**config.mk**
```make
export PLATFORM = sky130hd
export DESIGN_NAME = uart_bus_responder
export DESIGN_NICKNAME = d
export VERILOG_FILES = /design/src/rtl/uart_bus_responder_pkg.sv /design/src/rtl/uart_rx_fifo.sv /design/src/rtl/uart_bus_responder.sv
export SDC_FILE = /design/constraint.sdc
export NUM_CORES = 1
export LEC_CHECK = 0
export CORE_MARGIN = 2
export CORE_UTILIZATION = 60
export CTS_CLUSTER_DIAMETER = 150
export DETAILED_ROUTE_END_ITERATION = 7
export PLACE_DENSITY = 0.79
export SLEW_MARGIN = 30
export SYNTH_ARGS = -nofsm -noshare
export SYNTH_HDL_FRONTEND = slang
export SYNTH_SLANG_ARGS = --single-unit
```
**constraint.sdc**
```tcl
create_clock -name memi_clk -period 3.32 [get_ports memi_clk]
set_input_delay 0.498 -clock memi_clk [delete_from_list [all_inputs] [get_ports memi_clk]]
set_output_delay 0.498 -clock memi_clk [all_outputs]
set_load 0.1 [all_outputs]
```
**src/rtl/uart_bus_responder_pkg.sv**
```systemverilog
// ------------------------------------------------------------------
// uart_bus_responder_pkg : shared constants, FSM encodings, helpers
// Rev 1.0
// ------------------------------------------------------------------
`default_nettype none

package uart_bus_responder_pkg;

   localparam int UART_CLK_HZ = 50_000_000;
   localparam int UART_BAUD   = 9600;

   localparam logic [1:0] UTX_IDLE  = 2'd0;
   localparam logic [1:0] UTX_START = 2'd1;
   localparam logic [1:0] UTX_DATA  = 2'd2;
   localparam logic [1:0] UTX_STOP  = 2'd3;

   localparam logic [1:0] URX_IDLE  = 2'd0;
   localparam logic [1:0] URX_START = 2'd1;
   localparam logic [1:0] URX_DATA  = 2'd2;
   localparam logic [1:0] URX_STOP  = 2'd3;

   typedef struct packed {
      logic overrun;
      logic frame_err;
   } rx_err_t;

   // Sample-tick divider: clocks per 1/16 bit, truncated
   function automatic int uart_div(input int clk_hz, input int baud);
      return clk_hz / (baud * 16);
   endfunction

endpackage

`default_nettype wire

```
**src/rtl/uart_rx_fifo.sv**
```systemverilog
// ------------------------------------------------------------------
// uart_rx_fifo : RX byte FIFO, power-of-two depth, same-cycle push/pop
// Rev 1.0
// ------------------------------------------------------------------
`default_nettype none

module uart_rx_fifo #(
   parameter int DEPTH = 4,
   parameter int WIDTH = 8
) (
   input  logic             memi_clk,
   input  logic             memi_rst,
   input  logic             push,
   input  logic [WIDTH-1:0] push_data,
   input  logic             pop,
   output logic [WIDTH-1:0] head,
   output logic             full,
   output logic             empty
);

   localparam int              c_AW      = $clog2(DEPTH);
   localparam logic [c_AW:0]   c_FULL    = (c_AW + 1)'(DEPTH);
   localparam logic [c_AW:0]   c_CNT_INC = (c_AW + 1)'(1);
   localparam logic [c_AW-1:0] c_PTR_INC = c_AW'(1);

   logic [WIDTH-1:0] r_mem [DEPTH];
   logic [c_AW-1:0]  r_wr_ptr;
   logic [c_AW-1:0]  r_rd_ptr;
   logic [c_AW:0]    r_count;
   logic             w_do_push;
   logic             w_do_pop;

   assign full  = (r_count == c_FULL);
   assign empty = (r_count == '0);
   assign head  = r_mem[r_rd_ptr];

   // A pop frees the slot a simultaneous push needs, so a full FIFO still accepts it
   assign w_do_pop  = pop && !empty;
   assign w_do_push = push && (!full || w_do_pop);

   always_ff @(posedge memi_clk or negedge memi_rst) begin
      if (!memi_rst) begin
         r_wr_ptr <= '0;
         r_rd_ptr <= '0;
         r_count  <= '0;
      end else begin
         if (w_do_push) r_wr_ptr <= r_wr_ptr + c_PTR_INC;
         if (w_do_pop)  r_rd_ptr <= r_rd_ptr + c_PTR_INC;
         case ({w_do_push, w_do_pop})
            2'b10:   r_count <= r_count + c_CNT_INC;
            2'b01:   r_count <= r_count - c_CNT_INC;
            default: r_count <= r_count;
         endcase
      end
   end

   always_ff @(posedge memi_clk) begin
      if (w_do_push) r_mem[r_wr_ptr] <= push_data;
   end

endmodule

`default_nettype wire

```
**src/rtl/uart_bus_responder.sv**
```systemverilog
// ------------------------------------------------------------------
// uart_bus_responder : MEM-stage UART peripheral, 8N1 TX/RX with RX FIFO
// Rev 1.0
// ------------------------------------------------------------------
`default_nettype none

module uart_bus_responder
   import uart_bus_responder_pkg::*;
#(
   parameter int CLK_HZ   = UART_CLK_HZ,
   parameter int BAUD     = UART_BAUD,
   parameter int RX_DEPTH = 4
) (
   input  logic       memi_clk,
   input  logic       memi_rst,
   input  logic       bus_rdn,
   input  logic       bus_wrn,
   input  logic [7:0] bus_wdata,
   output logic [7:0] bus_rdata,
   output logic       data_ready,
   output logic       tbre,
   output logic       tsre,
   output logic       rx_overrun,
   output logic       rx_frame_err,
   input  logic       rxd,
   output logic       txd
);

   localparam int              c_DIV      = uart_div(CLK_HZ, BAUD);
   localparam int              c_BIT_CLKS = 16 * c_DIV;
   localparam int              c_DW       = (c_DIV > 1) ? $clog2(c_DIV) : 1;
   localparam int              c_BW       = $clog2(c_BIT_CLKS);
   localparam logic [c_DW-1:0] c_DIV_LAST = c_DW'(c_DIV - 1);
   localparam logic [c_DW-1:0] c_DIV_INC  = c_DW'(1);
   localparam logic [c_BW-1:0] c_BIT_LAST = c_BW'(c_BIT_CLKS - 1);
   localparam logic [c_BW-1:0] c_BIT_INC  = c_BW'(1);

   logic            r_wrn_q;
   logic            r_rdn_q;
   logic            w_wr_edge;
   logic            w_rd_rise;

   logic [c_DW-1:0] r_div_cnt;
   logic            w_tick;

   logic [7:0]      r_hold;
   logic            r_hold_vld;
   logic [1:0]      r_tx_state;
   logic [7:0]      r_tx_shift;
   logic [c_BW-1:0] r_tx_clk;
   logic [2:0]      r_tx_bits;
   logic            w_tx_bit_end;

   logic            r_rx_s1;
   logic            r_rx_s2;
   logic            r_rx_prev;
   logic [1:0]      r_rx_state;
   logic [3:0]      r_rx_ticks;
   logic [2:0]      r_rx_bits;
   logic [7:0]      r_rx_shift;
   logic            w_rx_mid;
   logic            w_rx_push;
   logic            w_rx_ferr;

   rx_err_t         r_err;
   logic [7:0]      w_head;
   logic            w_full;
   logic            w_empty;
   logic            w_pop;

   // ---------------- bus strobe edge detect ----------------
   always_ff @(posedge memi_clk or negedge memi_rst) begin
      if (!memi_rst) begin
         r_wrn_q <= 1'b1;
         r_rdn_q <= 1'b1;
      end else begin
         r_wrn_q <= bus_wrn;
         r_rdn_q <= bus_rdn;
      end
   end

   assign w_wr_edge = !bus_wrn && r_wrn_q;
   assign w_rd_rise = bus_rdn && !r_rdn_q;

   // ---------------- 16x sample tick ----------------
   assign w_tick = (r_div_cnt == c_DIV_LAST);

   always_ff @(posedge memi_clk or negedge memi_rst) begin
      if (!memi_rst) r_div_cnt <= '0;
      else if (w_tick) r_div_cnt <= '0;
      else r_div_cnt <= r_div_cnt + c_DIV_INC;
   end

   // ---------------- transmitter ----------------
   assign w_tx_bit_end = (r_tx_clk == c_BIT_LAST);

   always_ff @(posedge memi_clk or negedge memi_rst) begin
      if (!memi_rst) begin
         r_hold     <= '0;
         r_hold_vld <= 1'b0;
         r_tx_state <= UTX_IDLE;
         r_tx_shift <= '0;
         r_tx_clk   <= '0;
         r_tx_bits  <= '0;
      end else begin
         // Holding only loads when empty and the FSM only drains it when full
         if (w_wr_edge && !r_hold_vld) begin
            r_hold     <= bus_wdata;
            r_hold_vld <= 1'b1;
         end
         case (r_tx_state)
            UTX_IDLE: begin
               if (r_hold_vld) begin
                  r_tx_shift <= r_hold;
                  r_hold_vld <= 1'b0;
                  r_tx_clk   <= '0;
                  r_tx_bits  <= '0;
                  r_tx_state <= UTX_START;
               end
            end
            UTX_START: begin
               if (w_tx_bit_end) begin
                  r_tx_clk   <= '0;
                  r_tx_bits  <= '0;
                  r_tx_state <= UTX_DATA;
               end else begin
                  r_tx_clk <= r_tx_clk + c_BIT_INC;
               end
            end
            UTX_DATA: begin
               if (w_tx_bit_end) begin
                  r_tx_clk   <= '0;
                  r_tx_shift <= {1'b0, r_tx_shift[7:1]};
                  r_tx_bits  <= r_tx_bits + 3'd1;
                  if (r_tx_bits == 3'd7) r_tx_state <= UTX_STOP;
               end else begin
                  r_tx_clk <= r_tx_clk + c_BIT_INC;
               end
            end
            UTX_STOP: begin
               if (w_tx_bit_end) begin
                  r_tx_clk <= '0;
                  if (r_hold_vld) begin
                     r_tx_shift <= r_hold;
                     r_hold_vld <= 1'b0;
                     r_tx_bits  <= '0;
                     r_tx_state <= UTX_START;
                  end else begin
                     r_tx_state <= UTX_IDLE;
                  end
               end else begin
                  r_tx_clk <= r_tx_clk + c_BIT_INC;
               end
            end
            default: r_tx_state <= UTX_IDLE;
         endcase
      end
   end

   // Decoded from state so an asynchronous reset releases the line at once
   always_comb begin
      txd = 1'b1;
      case (r_tx_state)
         UTX_START: txd = 1'b0;
         UTX_DATA:  txd = r_tx_shift[0];
         default:   txd = 1'b1;
      endcase
   end

   assign tbre = !r_hold_vld;
   assign tsre = (r_tx_state == UTX_IDLE) && !r_hold_vld;

   // ---------------- receiver ----------------
   always_ff @(posedge memi_clk or negedge memi_rst) begin
      if (!memi_rst) begin
         r_rx_s1   <= 1'b1;
         r_rx_s2   <= 1'b1;
         r_rx_prev <= 1'b1;
      end else begin
         r_rx_s1   <= rxd;
         r_rx_s2   <= r_rx_s1;
         r_rx_prev <= r_rx_s2;
      end
   end

   assign w_rx_mid  = w_tick && (r_rx_ticks == 4'd15);
   assign w_rx_push = (r_rx_state == URX_STOP) && w_rx_mid && r_rx_s2;
   assign w_rx_ferr = (r_rx_state == URX_STOP) && w_rx_mid && !r_rx_s2;

   always_ff @(posedge memi_clk or negedge memi_rst) begin
      if (!memi_rst) begin
         r_rx_state <= URX_IDLE;
         r_rx_ticks <= '0;
         r_rx_bits  <= '0;
         r_rx_shift <= '0;
      end else begin
         case (r_rx_state)
            URX_IDLE: begin
               if (r_rx_prev && !r_rx_s2) begin
                  r_rx_ticks <= '0;
                  r_rx_state <= URX_START;
               end
            end
            URX_START: begin
               // Half a bit in: a line back high was a glitch, not a start bit
               if (w_tick) begin
                  if (r_rx_ticks == 4'd7) begin
                     r_rx_ticks <= '0;
                     r_rx_bits  <= '0;
                     r_rx_state <= r_rx_s2 ? URX_IDLE : URX_DATA;
                  end else begin
                     r_rx_ticks <= r_rx_ticks + 4'd1;
                  end
               end
            end
            URX_DATA: begin
               if (w_tick) begin
                  r_rx_ticks <= r_rx_ticks + 4'd1;
                  if (r_rx_ticks == 4'd15) begin
                     r_rx_shift <= {r_rx_s2, r_rx_shift[7:1]};
                     r_rx_bits  <= r_rx_bits + 3'd1;
                     if (r_rx_bits == 3'd7) r_rx_state <= URX_STOP;
                  end
               end
            end
            URX_STOP: begin
               if (w_tick) begin
                  r_rx_ticks <= r_rx_ticks + 4'd1;
                  if (r_rx_ticks == 4'd15) r_rx_state <= URX_IDLE;
               end
            end
            default: r_rx_state <= URX_IDLE;
         endcase
      end
   end

   // ---------------- RX FIFO and bus read side ----------------
   assign w_pop = w_rd_rise && !w_empty;

   uart_rx_fifo #(
      .DEPTH (RX_DEPTH),
      .WIDTH (8)
   ) u_rx_fifo (
      .memi_clk  (memi_clk),
      .memi_rst  (memi_rst),
      .push      (w_rx_push),
      .push_data (r_rx_shift),
      .pop       (w_pop),
      .head      (w_head),
      .full      (w_full),
      .empty     (w_empty)
   );

   // A new error in the same cycle as the clearing read survives the read
   always_ff @(posedge memi_clk or negedge memi_rst) begin
      if (!memi_rst) begin
         r_err <= '0;
      end else begin
         if (w_rd_rise) r_err <= '0;
         if (w_rx_push && w_full && !w_pop) r_err.overrun <= 1'b1;
         if (w_rx_ferr) r_err.frame_err <= 1'b1;
      end
   end

   assign bus_rdata    = (!bus_rdn && !w_empty) ? w_head : 8'h00;
   assign data_ready   = !w_empty;
   assign rx_overrun   = r_err.overrun;
   assign rx_frame_err = r_err.frame_err;

endmodule

`default_nettype wire
```
==> results.toml, run 1 <==
[power]
ir_drop_mv = 0.815
power.leakage_nw = 2.35
p_per_area_nw_per_um2 = 658

[worst_setup_path]
end_kind = "flop"
startpoint_type = "flop"
crit_required_ns = 3.34
worst-path-max-fanout = 9
path_class = "flop to flop"
arrival_ns = 2.90
r2r_slack_ns = 0.44

[worst_hold_path]
hold_class = "input port to async pin"

[synthesis]
async_reset_ff_share_pct = 70.1
yosysTopAreaCell = "dfrtp_1"
netlist_top_cells_area = "dfrtp_1 35%, edfxtp_1 19%, mux2_2 6.5%"
synthesis.area_um2 = 5010
syn_inst = 404
synth.yosys.seq_area_share_pct = 56.8
yosys.cell_types.count = 50
synth_edf_count = 32
ys.flop_type = "dfrtp_1"
ys_warn_count = 0
syn_avg_cell_area_um2 = 12.4
synth_top_area_share_pct = 35.0
synth_nets = 436
synth-seq-cells = 107

[timing]
rsz0062_at_grt = "false"
hold_viol = 0
finalClockSkew_ns = 0.0121
maxSlewViolCount = 0
max_freq_ghz = 0.347
setup_viol = 0
finalCritPeriodShare_pct = 86.8
hold_slack_ns = 0.119
worstMarginPinSlew_ns = 0.960
period_needed_ns = 2.88
worst_slew_margin_rel_pct = 35.8

[cells_and_area]
fillCellCount = 577
utilization_pct = 68.1
fin_cells = 539
diodes = 0
syn_to_final_growth_pct = 10.7
drive_gt1_share_pct = 17.5
fin_nets = 461

[clocking]
post-cts-setup-buffer-count = 0
ctsResizeCount = 0
clock-sinks = 107
hold_buffers = 0
insertion_delay_ns = 0.36
cts_root_buffer = "clkbuf_8"
htree_levels = 3
cts_tree = "built"
numCtsBuffers = 9
clk_path_buf_depth = 2
path_clk_slew_ns = 0.11

[grt]
antenna_found_initial = 0
grt_max_degree = 76
grt_pass1_wl_mm = 14.5
grt_util_all_layers_pct = 20.8
grt_remaining_overflow = 0
first_global_vias = 3000

[die]
coreArea_um2 = 8130
dieArea_um2 = 9090
die_y_um = 95.3
dieWidth_um = 95.3
rows = 33
io_pins = 27
initial_core_util_pct = 61.5

[drt]
via_count = 3194
dr.first_iter.drc_count = 206
avgViaCountPerCell = 5.93
drtPass1Iterations = 4
postRouteWirelength_mm = 8.61
wire_per_inst_um = 16.0
detail-route-antenna-nets = 0
route.detailed.drc = 0

[placed_design]
gp_congestion = 0.792
post-place-cells = 523
io_buffer_count = 26
dp_hpwl_mm = 5.92

[flow_run]
cap_violations = 0

[status]
status = "completed"
[flip-flops by register name, summed over array words and instances (netlist names), 2 cells and up, named ones only]
name                cells
r_div_cnt               9
r_hold                  8
r_rx_bits               3
r_rx_shift              8
r_rx_ticks              4
r_tx_bits               3
r_tx_clk               13
r_tx_shift              8
r_tx_state              2
u_rx_fifo.r_count       3
u_rx_fifo.r_mem        32
u_rx_fifo.r_rd_ptr      2
u_rx_fifo.r_wr_ptr      2
[final cells by class]
type | instances | area (um2) | area share, %
Timing Repair Buffer | 26 | 234 | 4.22
Sequential cell | 107 | 2840 | 51.3
Clock buffer | 9 | 124 | 2.23
Tap cell | 105 | 131 | 2.37
Inverter | 18 | 67.6 | 1.22
Multi-Input combinational cell | 267 | 2060 | 37.1
Clock inverter | 7 | 83.8 | 1.51
[logic make-up after synthesis]
group           Yosys count  share of synthesized area, %
simple gates            134                          14.8
fa+ha+maj                19                          4.90
mux                      47                          12.1
buf+inv                  30                          2.27
compound gates           53                          6.65
flops                   107                          56.8
xor+xnor                 14                          2.45
[where the power goes]
part | switching [mW] | internal [mW]
clock | 0.462 | 0.363
combinational | 0.622 | 0.473
sequential | 0.191 | 1.53
[final timing paths]
check,end,cells past startpoint,start
max,u_rx_fifo.r_mem[1][0],4,r_div_cnt[3]
min,r_tx_clk[8],1,memi_rst
max reg2reg,u_rx_fifo.r_mem[1][0],4,r_div_cnt[3]
min reg2reg,r_rx_s2,0,r_rx_s1
max in group asynchronous,r_rx_bits[1],1,memi_rst
min in group memi_clk,r_rx_s2,0,r_rx_s1
[worst max-delay path, cell delays in order, from the launching register on]
cell	delay, ns
dfrtp_1	0.45
or4b_1	0.69
or3_1	0.49
nor4_4	0.46
and2_1	0.46
[metrics by stage]
step | setup slack (ns) | TNS, ns | cell area [um2] | power, mW
detailed placement | 0.420 | 0 | 5330 | 2.85
global route | 0.345 | 0 | 5540 | 3.84
global placement | 0.488 | 0 | 5330 | 2.80
CTS | 0.433 | 0 | 5540 | 3.67
finish | 0.440 | 0 | 5540 | 3.65
floorplan | -0.0256 | -0.205 | 5010 | 2.60
[synthesized netlist by cell type, types with 3 or more instances]
cell type,instances
nand4_1,7
or3_1,4
a31oi_1,12
clkbuf_1,10
a21oi_1,7
nor4_1,6
inv_1,18
edfxtp_1,32
dfstp_2,5
xor2_1,3
o21ai_0,18
ha_1,18
and3_1,4
mux2i_1,9
a22o_1,4
mux4_2,8
nor2_1,22
mux2_2,29
nor2b_1,14
dfrtp_1,70
xnor2_1,11
and2_1,6
nand2_1,22
nand3b_1,4
nor3_1,13
nand3_1,15
o22ai_1,3
nand2b_1,6
[layout by cell type (no fill, tap or decap), types with 5 or more instances in the layout]
| cell type | count |
|---|---|
| nand2b_1 | 6 |
| a21oi_1 | 7 |
| nor3_1 | 13 |
| dfrtp_1 | 70 |
| nand4_1 | 7 |
| ha_1 | 18 |
| nor4_1 | 6 |
| buf_4 | 11 |
| mux4_2 | 8 |
| dfstp_2 | 5 |
| clkdlybuf4s50_1 | 14 |
| clkbuf_8 | 9 |
| inv_1 | 18 |
| nor2b_1 | 14 |
| mux2i_1 | 8 |
| a31oi_1 | 11 |
| nand3_1 | 15 |
| xnor2_1 | 11 |
| o21ai_0 | 18 |
| mux2_2 | 29 |
| nand2_1 | 22 |
| edfxtp_1 | 32 |
| nor2_1 | 22 |
| and2_1 | 6 |
[per-layer routing]
metal / GRT usage [%] / share of wire, %
met1: 30.2 / 47
met2: 32.5 / 49
met3: 3.40 / 3.5
met4: 6.28 / 1.0
met5: 0 / 0
Note: power is estimated with default switching activity, not from simulation.
==> inputs of run 2 (changes only) <==
- CORE_UTILIZATION: 60 -> 55
- PLACE_DENSITY: 0.79 -> 0.73
==> run 2 against run 1 <==
  * Via count is 3.1% lower
  * Routed wire length decreased by 3.0%
  * Clock power is 2% lower
  * Maximum frequency increased by 0.37%
  * Critical path depth stayed put
  * Design area up 0.11%
  * Die area rose by 8.7%
  * Count of clock-buffer cells in the layout is the same
  * Core utilization down 4.8 points
  * Sequential share of layout area is 0.058 points lower
  * Cell count increased by 0.56%
  * Critical path type unchanged
  * Largest cell class unchanged
  * Highest routed layer unchanged
==> results.toml, run 2 (synthesis results as in run 1) <==
[clocking]
hold_buffers = 0
clock-sinks = 107
path_clk_slew_ns = 0.11
cts_root_buffer = "clkbuf_8"
insertion_delay_ns = 0.38
ctsResizeCount = 0
post-cts-setup-buffer-count = 0
cts_tree = "built"
numCtsBuffers = 9
htree_levels = 3
clk_path_buf_depth = 2

[timing]
period_needed_ns = 2.87
maxSlewViolCount = 0
max_freq_ghz = 0.348
rsz0062_at_grt = "false"
finalCritPeriodShare_pct = 86.4
worst_slew_margin_rel_pct = 35.6
setup_viol = 0
hold_slack_ns = 0.123
hold_viol = 0
worstMarginPinSlew_ns = 0.962
finalClockSkew_ns = 0.0221

[drt]
via_count = 3094
drt-met1-wl_mm = 4.20
wire_per_inst_um = 15.4
dr.first_iter.drc_count = 158
wl_met2_mm = 3.84
route.met3.wl_um = 247
top_layer_used = "met4"
detail-route-antenna-nets = 0
avgViaCountPerCell = 5.71
postRouteWirelength_mm = 8.36
drtPass1Iterations = 4
route.detailed.drc = 0

[die]
io_pins = 27
dieWidth_um = 99.4
initial_core_util_pct = 57.1
rows = 34
coreArea_um2 = 8760
dieArea_um2 = 9880
die_y_um = 99.4

[cells_and_area]
final_cell_mix = "70 x dfrtp_1, 32 x edfxtp_1, 29 x mux2_2, 22 x nand2_1, 22 x nor2_1"
final_area_um2 = 5550
drive_gt1_share_pct = 17.5
regArea_um2 = 2840
diodes = 0
largest_reg_flops = 32
multiInputGateArea_um2 = 2060
regMostFlops = "u_rx_fifo.r_mem"
fillCellCount = 695
final_common_cell = "dfrtp_1"
fin_nets = 461
reg_top3 = "u_rx_fifo.r_mem x32, r_tx_clk x13, r_div_cnt x9"
syn_to_final_growth_pct = 10.8

[grt]
antenna_found_initial = 0
grt_util_all_layers_pct = 18.6
grt_remaining_overflow = 0
grt_pass1_wl_mm = 14.6
grt_max_degree = 76
first_global_vias = 3078

[placed_design]
io_buffer_count = 26
gp_congestion = 0.805
dp_hpwl_mm = 5.79
placed_cell_area_um2 = 5340

[worst_setup_path]
cp_num_cells = 4
crit_chain = "or4b_1 > or3_1 > nor4_4 > and2_1"
worst-path-max-fanout = 9
cp_slowest_cell = "or4b_1"
reg2regPathDepth = 4
cpLargestDelayFamily = "simple AND/OR/NAND/NOR gates"
path_class = "flop to flop"
arrival_ns = 2.90
end_kind = "flop"
crit_required_ns = 3.35
startpoint_type = "flop"
path_buf_inv = 0
cpPeakStageDelay_ns = 0.69

[power]
p_per_area_nw_per_um2 = 653
ir_drop_mv = 0.720
power.leakage_nw = 2.36

[status]
status = "completed"

[flow_run]
cap_violations = 0

[worst_hold_path]
hold_class = "input port to async pin"
## run 2: changes by cell type in the layout (fill, tap and decap cells not counted), sizes merged
cell | before | now
clkinv | 2 | 3
bufinv | 1 | 0
clkinvlp | 1 | 0
inv | 21 | 22
## run 2: power breakdown
group          switching [mW]  total (mW)  internal, mW
Combinational           0.610        1.08         0.471
Clock                   0.504       0.811         0.308
Sequential              0.195        1.73          1.53
## run 2: layer usage
metal  GRT usage, %  vias up
met4           5.27        0
met3           4.22        9
met2           29.2       47
met1           26.4     1509
li1               -     1529
met5              0        -
## run 2: worst paths after layout
check | startpoint | endpoint | slack (ns)
worst max register to register | r_div_cnt[3] | u_rx_fifo.r_mem[0][7] | 0.45
min in group memi_clk | r_rx_s1 | r_rx_s2 | 0.38
worst max-delay path | r_div_cnt[3] | u_rx_fifo.r_mem[0][7] | 0.45
worst min-delay path | memi_rst | r_rx_shift[4] | 0.12
max in group asynchronous | memi_rst | async pin | 2.69
worst min register to register | r_rx_s1 | r_rx_s2 | 0.38
## run 2: layout make-up
type / instances / area share, %
sequential: 107 / 51.3
multi-input combinational: 267 / 37.1
timing repair buffer: 26 / 4.22
tap: 108 / 2.44
clock buffer: 9 / 2.23
clock inverter: 7 / 1.56
inverter: 18 / 1.22
## run 2: stage by stage
stage | power [mW] | utilization (%) | instances | worst slack, ns | TNS (ns)
global placement | 2.81 | 60.8 | 526 | 0.486 | 0
detailed placement | 2.85 | 60.9 | 526 | 0.423 | 0
finish | 3.62 | 63.3 | 542 | 0.450 | 0
global route | 3.85 | 63.3 | 542 | 0.332 | 0
CTS | 3.66 | 63.3 | 542 | 0.435 | 0
floorplan | 2.60 | - | 404 | -0.0256 | -0.205
==> inputs of run 3 (changes only) <==
- HOLD_SLACK_MARGIN: unset -> 0.1
==> results of run 3 <==
The final DEF is identical to that of run 2; final timing and power are the same.
